==> src/rtl/mem_checker_pkg.sv <==
// Shared types and constants for the memory checker measurement stages.
// Defining RD_TIMEOUT_EN widens the error vector with a read-timeout flag.
package mem_checker_pkg;

    typedef enum logic [1:0] {
        ST_IDLE,
        ST_RUN,
        ST_DRAIN,
        ST_DONE
    } meas_state_e;

    localparam int STAT_TS_W  = 16;
    localparam int STAT_SUM_W = 32;
    localparam int STAT_REQ_W = 32;

    typedef struct packed {
        logic [STAT_TS_W-1:0]  min;
        logic [STAT_TS_W-1:0]  max;
        logic [STAT_SUM_W-1:0] sum;
        logic [STAT_REQ_W-1:0] rd_req;
    } lat_stat_t;

    localparam int ERR_OVF     = 0;
    localparam int ERR_ORPHAN  = 1;
    localparam int ERR_TIMEOUT = 2;
`ifdef RD_TIMEOUT_EN
    localparam int ERR_W = 3;
`else
    localparam int ERR_W = 2;
`endif

    localparam int MM_W    = 32;
    localparam int MIN_LSB = 0;
    localparam int MAX_LSB = 16;

endpackage

==> src/rtl/ts_fifo.sv <==
// Synchronous FIFO holding read-accept timestamps; push and pop may coincide,
// and a flush empties it while still honouring a push in the same cycle.
module ts_fifo #(
    parameter int WIDTH = 16,
    parameter int DEPTH = 8
) (
    input  logic             clk_i,
    input  logic             rst_i,
    input  logic             flush_i,
    input  logic             push_i,
    input  logic             pop_i,
    input  logic [WIDTH-1:0] din_i,
    output logic [WIDTH-1:0] dout_o,
    output logic             full_o,
    output logic             empty_o
);

    localparam int AW = $clog2(DEPTH);

    logic [AW-1:0]    wr_ptr_q, wr_ptr_d;
    logic [AW-1:0]    rd_ptr_q, rd_ptr_d;
    logic [AW:0]      count_q, count_d;
    logic [AW-1:0]    wr_addr;
    logic             do_push, do_pop;
    logic [WIDTH-1:0] mem_q [DEPTH];

    assign full_o  = (count_q == (AW+1)'(DEPTH));
    assign empty_o = (count_q == '0);
    assign dout_o  = mem_q[rd_ptr_q];

    // NOTE: every variable gets a default at the top of the block so no path leaves one unassigned (no latch).
    always_comb begin
        do_pop   = pop_i & ~empty_o & ~flush_i;
        do_push  = push_i & (flush_i | ~full_o | do_pop);
        wr_ptr_d = flush_i ? '0 : wr_ptr_q;
        rd_ptr_d = flush_i ? '0 : rd_ptr_q;
        count_d  = flush_i ? '0 : count_q;
        wr_addr  = wr_ptr_d;
        if (do_push) begin
            wr_ptr_d = wr_ptr_d + AW'(1);
            count_d  = count_d + (AW+1)'(1);
        end
        if (do_pop) begin
            rd_ptr_d = rd_ptr_d + AW'(1);
            count_d  = count_d - (AW+1)'(1);
        end
    end

    // NOTE: state registers use non-blocking assignments so all flops update together at the edge.
    always_ff @(posedge clk_i) begin
        if (rst_i) begin
            wr_ptr_q <= '0;
            rd_ptr_q <= '0;
            count_q  <= '0;
        end else begin
            wr_ptr_q <= wr_ptr_d;
            rd_ptr_q <= rd_ptr_d;
            count_q  <= count_d;
        end
    end

    // NOTE: storage is not reset; the pointers and count alone decide which entries are meaningful.
    always_ff @(posedge clk_i) begin
        if (do_push) begin
            mem_q[wr_addr] <= din_i;
        end
    end

endmodule

==> src/rtl/rd_lat_meas.sv <==
// Read-latency measurement: timestamps accepted Avalon reads, matches them in
// order to readdatavalid and accumulates min/max/sum/count. Optional RD_TIMEOUT_EN.
module rd_lat_meas
    import mem_checker_pkg::*;
#(
    parameter int TS_W     = 16,
    parameter int MAX_PEND = 8,
    parameter int SUM_W    = 32,
    parameter int REQ_W    = 32
) (
    input  logic             clk_mem_i,
    input  logic             rst_mem_i,
    input  logic             meas_start_i,
    input  logic             meas_stop_i,
    input  logic             mem_read_i,
    input  logic             mem_waitrequest_i,
    input  logic             mem_readdatavalid_i,
    output logic [MM_W-1:0]  min_max_o,
    output logic [SUM_W-1:0] sum_o,
    output logic [REQ_W-1:0] rd_req_o,
    output logic             meas_busy_o,
    output logic             meas_done_o,
    output logic [ERR_W-1:0] meas_err_o
);

    meas_state_e      state_q, state_d;
    logic [TS_W-1:0]  ts_q;
    logic [TS_W-1:0]  head_ts;
    logic             fifo_full, fifo_empty;
    logic             accept, active, push, pop, orphan, ovf, flush, drain_abort;

    logic [TS_W-1:0]  lat_q, lat_d;
    logic             lat_vld_q, lat_vld_d;
    logic [TS_W-1:0]  min_q, min_d, max_q, max_d;
    logic [SUM_W-1:0] sum_q, sum_d;
    logic [SUM_W:0]   sum_ext;
    logic [REQ_W-1:0] rd_req_q, rd_req_d;
    logic             have_lat_q, have_lat_d;
    logic [ERR_W-1:0] err_q, err_d;

    assign accept = mem_read_i & ~mem_waitrequest_i;
    assign active = (state_q == ST_RUN) || (state_q == ST_DRAIN);

    // A start flushes the FIFO yet still captures a read accepted in that same cycle.
    assign pop    = mem_readdatavalid_i & active & ~meas_start_i & ~fifo_empty;
    assign orphan = mem_readdatavalid_i & active & ~meas_start_i & fifo_empty;
    assign push   = accept & (meas_start_i | ((state_q == ST_RUN) & (~fifo_full | pop)));
    assign ovf    = accept & (state_q == ST_RUN) & ~meas_start_i & fifo_full & ~pop;
    assign flush  = meas_start_i | drain_abort;

    ts_fifo #(
        .WIDTH (TS_W),
        .DEPTH (MAX_PEND)
    ) u_ts_fifo (
        .clk_i   (clk_mem_i),
        .rst_i   (rst_mem_i),
        .flush_i (flush),
        .push_i  (push),
        .pop_i   (pop),
        .din_i   (ts_q),
        .dout_o  (head_ts),
        .full_o  (fifo_full),
        .empty_o (fifo_empty)
    );

`ifdef RD_TIMEOUT_EN
    logic [TS_W-1:0] age_q, age_d;
    logic            timeout;

    assign timeout     = active & ~fifo_empty & (&age_q);
    assign drain_abort = timeout & (state_q == ST_DRAIN);

    always_comb begin
        age_d = age_q;
        if (flush || pop || fifo_empty) begin
            age_d = '0;
        end else if (!(&age_q)) begin
            age_d = age_q + TS_W'(1);
        end
    end

    always_ff @(posedge clk_mem_i) begin
        if (rst_mem_i) begin
            age_q <= '0;
        end else begin
            age_q <= age_d;
        end
    end
`else
    assign drain_abort = 1'b0;
`endif

    always_comb begin
        state_d = state_q;
        if (meas_start_i) begin
            state_d = ST_RUN;
        end else begin
            case (state_q)
                ST_RUN:   if (meas_stop_i) state_d = ST_DRAIN;
                // The last latency in stage 1 commits on the same edge that enters DONE.
                ST_DRAIN: if (fifo_empty || drain_abort) state_d = ST_DONE;
                default:  state_d = state_q;
            endcase
        end
    end

    always_comb begin
        lat_d      = ts_q - head_ts;
        lat_vld_d  = pop;
        min_d      = min_q;
        max_d      = max_q;
        sum_d      = sum_q;
        rd_req_d   = rd_req_q;
        have_lat_d = have_lat_q;
        err_d      = err_q;
        sum_ext    = {1'b0, sum_q} + (SUM_W+1)'(lat_q);
        if (meas_start_i) begin
            min_d      = '1;
            max_d      = '0;
            sum_d      = '0;
            rd_req_d   = REQ_W'(accept);
            have_lat_d = 1'b0;
            err_d      = '0;
        end else begin
            if (lat_vld_q) begin
                if (lat_q < min_q) min_d = lat_q;
                if (lat_q > max_q) max_d = lat_q;
                sum_d      = sum_ext[SUM_W] ? '1 : sum_ext[SUM_W-1:0];
                have_lat_d = 1'b1;
            end
            if (accept && (state_q == ST_RUN) && !(&rd_req_q)) begin
                rd_req_d = rd_req_q + REQ_W'(1);
            end
            if (ovf)    err_d[ERR_OVF]    = 1'b1;
            if (orphan) err_d[ERR_ORPHAN] = 1'b1;
`ifdef RD_TIMEOUT_EN
            if (timeout) err_d[ERR_TIMEOUT] = 1'b1;
`endif
        end
    end

    always_ff @(posedge clk_mem_i) begin
        if (rst_mem_i) begin
            state_q    <= ST_IDLE;
            ts_q       <= '0;
            lat_q      <= '0;
            lat_vld_q  <= 1'b0;
            min_q      <= '1;
            max_q      <= '0;
            sum_q      <= '0;
            rd_req_q   <= '0;
            have_lat_q <= 1'b0;
            err_q      <= '0;
        end else begin
            state_q    <= state_d;
            ts_q       <= ts_q + TS_W'(1);
            lat_q      <= lat_d;
            lat_vld_q  <= lat_vld_d;
            min_q      <= min_d;
            max_q      <= max_d;
            sum_q      <= sum_d;
            rd_req_q   <= rd_req_d;
            have_lat_q <= have_lat_d;
            err_q      <= err_d;
        end
    end

    // The internal all-ones minimum stays hidden until a latency has landed.
    always_comb begin
        min_max_o                    = '0;
        min_max_o[MAX_LSB +: TS_W]   = max_q;
        if (have_lat_q) begin
            min_max_o[MIN_LSB +: TS_W] = min_q;
        end
    end

    assign sum_o       = sum_q;
    assign rd_req_o    = rd_req_q;
    assign meas_busy_o = active;
    assign meas_done_o = (state_q == ST_DONE);
    assign meas_err_o  = err_q;

endmodule

==> config.mk <==
export PLATFORM = sky130hd
export DESIGN_NAME = rd_lat_meas
export DESIGN_NICKNAME = d
export VERILOG_FILES = /design/src/rtl/mem_checker_pkg.sv /design/src/rtl/ts_fifo.sv /design/src/rtl/rd_lat_meas.sv
export SDC_FILE = /design/constraint.sdc
export NUM_CORES = 1
export LEC_CHECK = 0
export CORE_MARGIN = 10
export CORE_UTILIZATION = 30
export DETAILED_ROUTE_END_ITERATION = 10
export PLACE_DENSITY = 0.55
export SLEW_MARGIN = 0
export SYNTH_ARGS = -nofsm -noshare
export SYNTH_HDL_FRONTEND = slang
export SYNTH_SLANG_ARGS = --single-unit
==> constraint.sdc <==
create_clock -name clk_mem_i -period 5.56 [get_ports clk_mem_i]
set_input_delay 0.834 -clock clk_mem_i [delete_from_list [all_inputs] [get_ports clk_mem_i]]
set_output_delay 0.834 -clock clk_mem_i [all_outputs]
set_load 0.05 [all_outputs]
# --- After elaboration in Yosys (flattened, before gate mapping) ---
# Memories as Yosys holds them, arrays and structs flattened. A register that Yosys moved wholly into a read port is not among the register bits.
# Index checks and enable logic that the tools add are counted.
word_totals:
  ff_bits: 144
  ram_bits: 128
  inputBits: 7
  output_inout_bits: 100
  wordCells: 90
  mem_count: 1
mem_list:
  columns: ["name", "words", "word_bits", "read_ports", "rd_clocked_by_memory_dff", "wr", "line_no", "source"]
  rows:
  - ["u_ts_fifo.mem_q", 8, 16, 1, 1, 1, "ts_fifo.sv:25", "logic [WIDTH-1:0] mem_q [DEPTH];"]
classes:
  add_sub_neg: 8
  n_lt_le_gt_ge: 2
  n_eq_ne: 8
  mux: 18
  bitwise_logic: 23
  reduce_logical: 14
ops:
  columns: ["operator", "n"]
  rows:
  - ["adder 32 x 16 -> 33 bit", 1]
  - ["adder 32 x 1 -> 32 bit, second input constant", 1]
  - ["2-to-1 mux 32 bit", 1]
  - ["AND reduction 32 bit", 1]
  - ["adder 16 x 1 -> 16 bit, second input constant", 1]
  - ["> comparator 16 bit", 1]
  - ["< comparator 16 bit", 1]
  - ["2-to-1 mux 16 bit", 1]
  - ["subtractor 16 bit", 1]
  - ["2-to-1 mux 3 bit", 5]
  - ["bitwise AND 1 bit", 14]
  - ["2-to-1 mux 4 bit", 3]
  - ["adder 3 x 1 -> 3 bit, second input constant", 2]
  - ["inequality test 3 bit, second input constant", 2]
  - ["AND reduction 3 bit", 2]
  - ["2-to-1 mux 1 bit", 5]
  - ["inverter 1 bit", 5]
  - ["adder 4 x 1 -> 4 bit, second input constant", 1]
  - ["== test 2 bit, second input constant", 2]
  - ["== test 4 bit, second input constant", 1]
  - ["zero test 4 bit", 1]
  - ["2-to-1 mux 2 bit", 2]
  - ["inequality test 2 bit, second input constant", 2]
  - ["OR 1 bit", 4]
  - ["10 further kinds", 13]

# --- Logic depth before layout (Yosys ltp) ---
# Gate-level depths: netlist of the first run.
depth:
  depth_word: 13
  depth_mapped: 13
  ltp_nobuf: 11

# --- By module ---
# Synthesis of the first run repeated with hierarchy kept, for this count alone.
hier_totals:
  hier_cells: 1203
  area_unflattened_um2: 13279.0
modules_own_cells:
  columns: ["module", "instances", "cells_each", "area_each_um2", "seq_area_each_um2"]
  rows:
  - ["rd_lat_meas", 1, 923, 7768.7, 2682.6]
  - ["ts_fifo", 1, 280, 5510.3, 4043.9]

# --- Worst setup path after synthesis of the first run ---
# No wires, ideal clock.
synth_timing:
  path_kind: "input to register"
  startpoint: "in meas_start_i"
  endpoint: "mem u_ts_fifo.mem_q[5][0], enable pin"
  t_arrival_ps: 3640
  required_time_ps: 5124
  setup_slack_ps: 1484
  cell_stages: 7
  path_buffers: 2
  path_cell_list: "or3b_1 -> clkbuf_1 -> a31o_2 -> buf_6 -> inv_1 -> nand2_1 -> nor4b_1"
synth_via:
  elab_chain_len: 10
synth_rtl:
  columns: ["item", "line_no", "source"]
  rows:
  - ["start, declared", "rd_lat_meas.sv:13", "input logic meas_start_i,"]
  - ["inverter 1 bit", "ts_fifo.sv:33, rd_lat_meas.sv:45", null]
  - ["bitwise AND 1 bit (2 in a row)", "rd_lat_meas.sv:45", "assign pop = mem_readdatavalid_i & active & ~meas_start_i & ~fifo_empty;"]
  - ["OR 1 bit", "rd_lat_meas.sv:47", "assign push = accept & (meas_start_i | ((state_q == ST_RUN) & (~fifo_full | pop)));"]
  - ["bitwise AND 1 bit", "rd_lat_meas.sv:47", null]
  - ["OR 1 bit", "rd_lat_meas.sv:47", null]
  - ["bitwise AND 1 bit", "rd_lat_meas.sv:47", null]
  - ["bitwise AND 1 bit", "ts_fifo.sv:34", "do_push = push_i & (flush_i | ~full_o | do_pop);"]
  - ["2-to-1 mux 1 bit", "ts_fifo.sv:64", "if (do_push) begin"]
  - ["2-to-1 mux 1 bit (implied by the code)", "ts_fifo.sv:65", "mem_q[wr_addr] <= din_i;"]
  - ["end, declared", "ts_fifo.sv:25", null]
# Several ways; a longest one is shown, not always the timed one.

==> results of run 1 <==
## sequential cells by signal, indices dropped and copies added, names as in the netlist
register / flops
u_ts_fifo.count_q: 4
min_q: 16
meas_err_o: 2
max_q: 16
state_q: 2
have_lat_q: 1
u_ts_fifo.mem_q: 128
rd_req_o: 32
u_ts_fifo.rd_ptr_q: 3
u_ts_fifo.wr_ptr_q: 3
lat_vld_q: 1
lat_q: 16
sum_o: 32
ts_q: 16
## through the flow
stage	hold WS, ns	cells
final	0.479	1902
after global routing	0.523	1902
after CTS	0.485	1902
after detailed placement	0.474	1844
after global placement	0.473	1844
after floorplan	0.470	1185
## cell usage after synthesis (all sizes together), types with 3 or more instances
library cell,number
dfxtp,144
edfxtp,128
nor2,102
o21ai,78
a21oi,77
nand3,77
ha,71
inv,53
nand2,53
xor2,52
mux4,32
clkbuf,29
xnor2,28
nand4,27
mux2i,21
and2,20
nor3,20
nor2b,19
and3,18
buf,18
a21o,17
a211oi,10
nor4,9
or3,8
a31oi,7
o21a,7
and4,6
nand2b,6
o21bai,5
o211ai,4
a31o,3
o31a,3
or2,3
## worst max-delay path by stage
stage / startpoint / cells past startpoint / slack (ns) / to
3_3_place_gp: meas_start_i / 5 / 1.69 / u_ts_fifo.mem_q[0][5]
2_1_floorplan: meas_start_i / 7 / 1.48 / u_ts_fifo.mem_q[5][0]
4_1_cts: u_ts_fifo.rd_ptr_q[0] / 12 / 1.69 / lat_q[14]
5_1_grt: u_ts_fifo.rd_ptr_q[0] / 12 / 1.42 / lat_q[14]
3_5_place_dp: meas_start_i / 5 / 1.65 / u_ts_fifo.mem_q[0][6]
6_report: u_ts_fifo.rd_ptr_q[0] / 12 / 1.76 / lat_q[14]
## cells by family (layout without fill, tap and decap cells)
| logic type | count (synthesis) | after routing | synth area share (%) |
|---|---|---|---|
| AO/OA/AOI/OAI | 230 | 230 | 10.8 |
| AND/OR/NAND/NOR | 376 | 376 | 14.8 |
| adder cells (fa/ha/maj) | 73 | 73 | 7.11 |
| XOR/XNOR | 80 | 80 | 5.36 |
| flip-flops | 272 | 272 | 51.5 |
| buffers and inverters | 100 | 232 | 3.08 |
| multiplexers | 54 | 54 | 7.31 |
## per-layer routing
layer	global-route usage (%)	vias to the layer above	wire (um)	part of all wire, %
met3	1.87	47	1440	4.5
li1	-	4565	-	-
met2	20.2	185	15100	47
met4	3.52	0	838	2.6
met1	15.4	4466	14500	46
met5	0	-	0	0
## layout make-up
cell class	count	area (um2)	area share, %
inverter	53	199	1.26
clock buffer	36	815	5.15
tap	585	732	4.62
sequential	272	6730	42.5
timing repair buffer	121	1170	7.38
multi-input combinational	813	5970	37.8
clock inverter	22	210	1.33
## power groups by stage
stage               registers, W  logic [W]  clock network, W
floorplan                0.00217   0.000175                 0
global placement         0.00219   0.000229                 0
detailed placement       0.00219   0.000233                 0
CTS                      0.00214   0.000234           0.00208
global route             0.00215   0.000263           0.00216
finish                   0.00214   0.000232           0.00202
## critical path, delay by kind of cell, from the launching register on
family,cells,cell delay (ns)
multiplexers,2,0.77
AND/OR/NAND/NOR,2,0.21
AO/OA/AOI/OAI,4,0.93
XOR/XNOR,1,0.14
flip-flops,1,0.58
adder cells (fa/ha/maj),1,0.41
buffers and inverters,2,0.58
==> impl_results.md, run 1 <==
* Status: complete, no violations
* TritonCTS clock tree: built
* Root Driver: sky130_fd_sc_hd__clkbuf_16
* Worst vdd rail ir drop at 0.194 mV
* Cts hold-fix bufs at 0
* Initial DRC count at 544
* Capture endpoint of the worst hold path: meas_err_o[0]
* Endpoint of the most critical register-to-register path: lat_q[14]
* Ports placed on the boundary at 107
* Internal Dissipation at 0.00339 W
* Share of the clock period used by the worst path after layout at 68.3%
* Maximum fanout count along the critical path at 23
* Layout area overhead at 21.1%
* Worst Hold Depth at 2
* Sw power at 0.00101 W
* Pins over their slew limit at 0
* Cells after synthesis at 1185
* Post-synth EDFFs at 128
* Number of gates resized after CTS at 0
* Syn nets at 1265
* Number of hold-slack violations in the final timing report at 0
* # port buffers at 106
* Final setup violating endpoints at 0
* Avg Synthesized Cell Area at 11.0 um2
* Pwr Total at 0.00440 W
* Longest individual stage delay on the worst path at 0.58 ns
* Setup repair after global routing missed its margin: false
* Total global-route track usage at 11.9%
* Die area at 52300 um2
* Number of sinks driven by the clock tree at 272
* Worst endpoint data arrival time at 4.20 ns
* Inserted Diodes at 0
* Inserted Clock Buffers at 31
* Gpl congestion at 0.841
* Detailed-route wire length per cell at 16.8 um
* Most frequent standard cell in the layout excluding fill and tap cells: sky130_fd_sc_hd__dfxtp_1
* Crit Path Class: flip-flop to flip-flop
* Source of the worst register-to-register timing path: u_ts_fifo.rd_ptr_q[0]
* Slack of the worst reg-to-reg path at 1.76 ns
* Detailed Routing Iterations Pass 1 at 5
* Setup ws final at 1.76 ns
* Power per Cell Area at 278 nW/um2
* Hold Startpoint: meas_err_o[0]
* Logic pwr share at 5.3%
* Fillers at 4194
* Post-Place Setup Slack at 1.65 ns
* Clk buf depth at 3
* Switch share at 23.0%
* Clock-pin slew on the worst setup and hold paths at 0.06 ns
* Utilization after layout at 36.7%
* Vias at 9263
* Ranking of synthesized cells by area: sky130_fd_sc_hd__edfxtp_1 (29%), sky130_fd_sc_hd__dfxtp_1 (22%), sky130_fd_sc_hd__ha_1 (6.8%)
* Share of async-settable or async-resettable flops after synthesis at 0%
* R2R depth at 12
* Commonest non-fill, non-tap cells in the layout: sky130_fd_sc_hd__dfxtp_1 (143), sky130_fd_sc_hd__edfxtp_1 (128), sky130_fd_sc_hd__clkdlybuf4s50_1 (105)
* Worst clock skew at 0.0209 ns
* #FFs+latches synth at 272
* Final critical-path required period at 3.80 ns
* Static Leak at 5.63 nW
* Count of different cell masters after synthesis at 76
* First-pass GRT wire length at 52000 um
* Initial antenna violation count at 0
* Worst min-delay path category: flip-flop to flip-flop
* Initial Util at 30.3%
* HPWL Detailed at 22700 um
* Cell area after synthesis at 13100 um2
* Total of max-cap violations at 0
* Core area at 43100 um2
* Clock H-tree levels at 1
* Top FF cell, synth: sky130_fd_sc_hd__dfxtp_1
* Slew @ Worst Pin at 1.10 ns
* Final net count at 1372
* Slew headroom at 26.6%
* Die outline width at 229 um
* DIE HEIGHT at 229 um
* Library cell occupying the most area in the post-synthesis netlist: sky130_fd_sc_hd__edfxtp_1
* Share of the yosys chip area belonging to registers at 51.5%
* Required time at the endpoint of the critical path at 5.96 ns
* Clk network pwr share at 46.0%
* Maximum number of pins on one net before global-route repair at 48
* CP startpoint kind: flip-flop
* Critical Path Most Common Cell: sky130_fd_sc_hd__a31oi_1
* Finished Cell Area at 15800 um2
* Antenna viol nets, final at 0
* Clk Latency, worst-skew pair at 0.57 ns
* Drt via density at 4.87
* Part of the total power dissipated in sequential elements at 48.7%
* Max Clock Freq at 263 MHz
* DRC at 0
* Synth warnings at 0
* Critical Path End Type: flip-flop
* Area after DPL at 14800 um2
* Cells traversed along the worst timing path: buf_4, mux4_2, mux2i_1, inv_1, fa_1, nor2b_1, o21ai_0, a211o_1, a31oi_1, a31oi_1, xor2_1, nor2_1
* Wire length after detailed routing at 31900 um
* Slowest cell on the critical path: sky130_fd_sc_hd__dfxtp_2
* Remaining Overflow, GRT at 0
* Layout cell share with drive strength beyond 1 at 10.4%
* Sum Neg Setup Slack at 0 ns
* Vias in the first global route at 9444
* Setup bufs post-CTS at 0
* FP Rows at 76
* Top-area cell type share of the netlist area at 29.4%
Note: power is estimated with default switching activity, not from simulation.
==> inputs of run 2 (changes only) <==
- clock period: 5.56 -> 3.8 ns (I/O delays scaled with it)
==> run 2 against run 1 <==
Power rose by 53%. Global-route usage is 0.11 points higher. Count of clock-buffer cells in the layout down 3. Critical endpoint is now lat_q[15]. Largest cell class unchanged. Largest power group is now clock.
==> impl_results.md, run 2 (synthesized netlist as in run 1, its figures left out) <==
* Clk buf depth at 3
* Source of the worst register-to-register timing path: u_ts_fifo.rd_ptr_q[0]
* Area after DPL at 14900 um2
* Static Leak at 5.72 nW
* Die area at 52300 um2
* Critical Path End Type: flip-flop
* Most frequent standard cell in the layout excluding fill and tap cells: sky130_fd_sc_hd__dfxtp_1
* Slack of the worst reg-to-reg path at 0.46 ns
* Cts hold-fix bufs at 0
* Maximum number of pins on one net before global-route repair at 47
* Detailed-route wire length per cell at 17.0 um
* Fillers at 4172
* Die outline width at 229 um
* Sum Neg Setup Slack at 0 ns
* Inserted Clock Buffers at 30
* Maximum fanout count along the critical path at 20
* FP Rows at 76
* Slew headroom at 23.0%
* Total global-route track usage at 12.0%
* Root Driver: sky130_fd_sc_hd__clkbuf_16
* Layout area overhead at 22.5%
* First-pass GRT wire length at 51900 um
* Clock-pin slew on the worst setup and hold paths at 0.06 ns
* Setup bufs post-CTS at 0
* Worst min-delay path category: flip-flop to flip-flop
* HPWL Detailed at 23100 um
* Endpoint of the most critical register-to-register path: lat_q[15]
* Crit Path Class: flip-flop to flip-flop
* Wire length after detailed routing at 32500 um
* Clock H-tree levels at 1
* Layout cell share with drive strength beyond 1 at 11.3%
* Final net count at 1381
* Hold Startpoint: meas_err_o[1]
* Slew @ Worst Pin at 1.15 ns
* Share of the clock period used by the worst path after layout at 88.0%
* Number of gates resized after CTS at 0
* Number of sinks driven by the clock tree at 272
* Biggest register: u_ts_fifo.mem_q
* Buffering stage count on the worst path with inverters included at 1
* Drt via density at 4.85
* Power per Cell Area at 421 nW/um2
* Setup repair after global routing missed its margin: false
* Worst clock skew at 0.0104 ns
* Vias in the first global route at 9323
* Final critical-path required period at 3.34 ns
* WL met2 at 15900 um
* Worst endpoint data arrival time at 3.77 ns
* Core area at 43100 um2
* Capture endpoint of the worst hold path: meas_err_o[1]
* TritonCTS clock tree: built
* Post-Route M1 WL at 14800 um
* Clk Latency, worst-skew pair at 0.57 ns
* Initial Util at 30.3%
* Final setup violating endpoints at 0
* R2R depth at 11
* Gpl congestion at 0.844
* Inserted Diodes at 0
* Slowest cell on the critical path: sky130_fd_sc_hd__mux4_2
* Flip-flop count of the largest register, all copies and words added at 128
* Pins over their slew limit at 0
* Total of max-cap violations at 0
* Cells traversed along the worst timing path: buf_4, mux4_2, mux2i_1, ha_1, o21a_1, o31a_1, o221ai_1, o2111ai_1, nor3_1, o31a_1, nor3_1
* Finished Cell Area at 16000 um2
* Required time at the endpoint of the critical path at 4.23 ns
* Worst Hold Depth at 1
* Dominant delay contributor by cell family on the critical path: compound AO/OA/AOI/OAI gates
* Vias at 9268
* Remaining Overflow, GRT at 0
* Sum of met3 wire segment lengths after detailed routing at 1250 um
* Longest individual stage delay on the worst path at 0.54 ns
* Highest metal layer used by the detailed router: met4
* Worst vdd rail ir drop at 0.328 mV
* DRC at 0
* Initial DRC count at 612
* Antenna viol nets, final at 0
* Max Clock Freq at 299 MHz
* CP startpoint kind: flip-flop
* Ports placed on the boundary at 107
* Initial antenna violation count at 0
* Status: complete, no violations
* # port buffers at 106
* Number of hold-slack violations in the final timing report at 0
* Setup ws final at 0.458 ns
* DIE HEIGHT at 229 um
* Post-Place Setup Slack at 0.407 ns
* Detailed Routing Iterations Pass 1 at 4
* Commonest non-fill, non-tap cells in the layout: sky130_fd_sc_hd__dfxtp_1 (143), sky130_fd_sc_hd__edfxtp_1 (128), sky130_fd_sc_hd__clkdlybuf4s50_1 (105)
[run 2: cell count changes in the layout (fill, tap and decap cells not counted), sizes merged]
| cell | previous run | this run |
|---|---|---|
| bufinv | 3 | 8 |
| clkbuf | 36 | 33 |
| clkinv | 12 | 7 |
| clkinvlp | 6 | 7 |
| buf | 16 | 26 |
[run 2: layout make-up]
type	instances	area [um2]	share of cell area, %
timing repair buffer	131	1240	7.77
inverter	53	199	1.24
clock inverter	23	344	2.15
sequential	272	6730	42.0
tap	585	732	4.57
clock buffer	33	772	4.82
multi-input combinational	813	5990	37.4
[run 2: how the worst max path moves through the flow]
stage                                     start  cells past startpoint  slack [ns]                     to
final                     u_ts_fifo.rd_ptr_q[0]                     11        0.46              lat_q[15]
after floorplan                      state_q[0]                      7        0.10  u_ts_fifo.mem_q[4][0]
after global routing      u_ts_fifo.rd_ptr_q[0]                     11        0.17              lat_q[15]
after CTS                 u_ts_fifo.rd_ptr_q[0]                     11        0.38              lat_q[13]
after detailed placement  u_ts_fifo.rd_ptr_q[0]                     11        0.41              lat_q[13]
after global placement    u_ts_fifo.rd_ptr_q[0]                     11        0.47              lat_q[11]
[run 2: routing by layer]
layer  GRT usage, %  up-vias
met1           15.1     4484
li1               -     4583
met4           3.08        0
met5              0        -
met3           2.00       36
met2           21.1      165
[run 2: report_power, final]
group | total (W) | switching, W | internal (W)
clock | 0.00326 | 0.00124 | 0.00201
sequential | 0.00313 | 0.0000453 | 0.00308
combinational | 0.000356 | 0.000215 | 0.000141
[run 2: through the flow]
step | power, W | utilization (%) | hold slack, ns | instances
floorplan | 0.00344 | - | 0.470 | 1185
global placement | 0.00354 | 34.6 | 0.449 | 1854
detailed placement | 0.00355 | 34.6 | 0.458 | 1854
CTS | 0.00682 | 37.2 | 0.474 | 1910
global route | 0.00697 | 37.2 | 0.501 | 1910
finish | 0.00674 | 37.2 | 0.469 | 1910
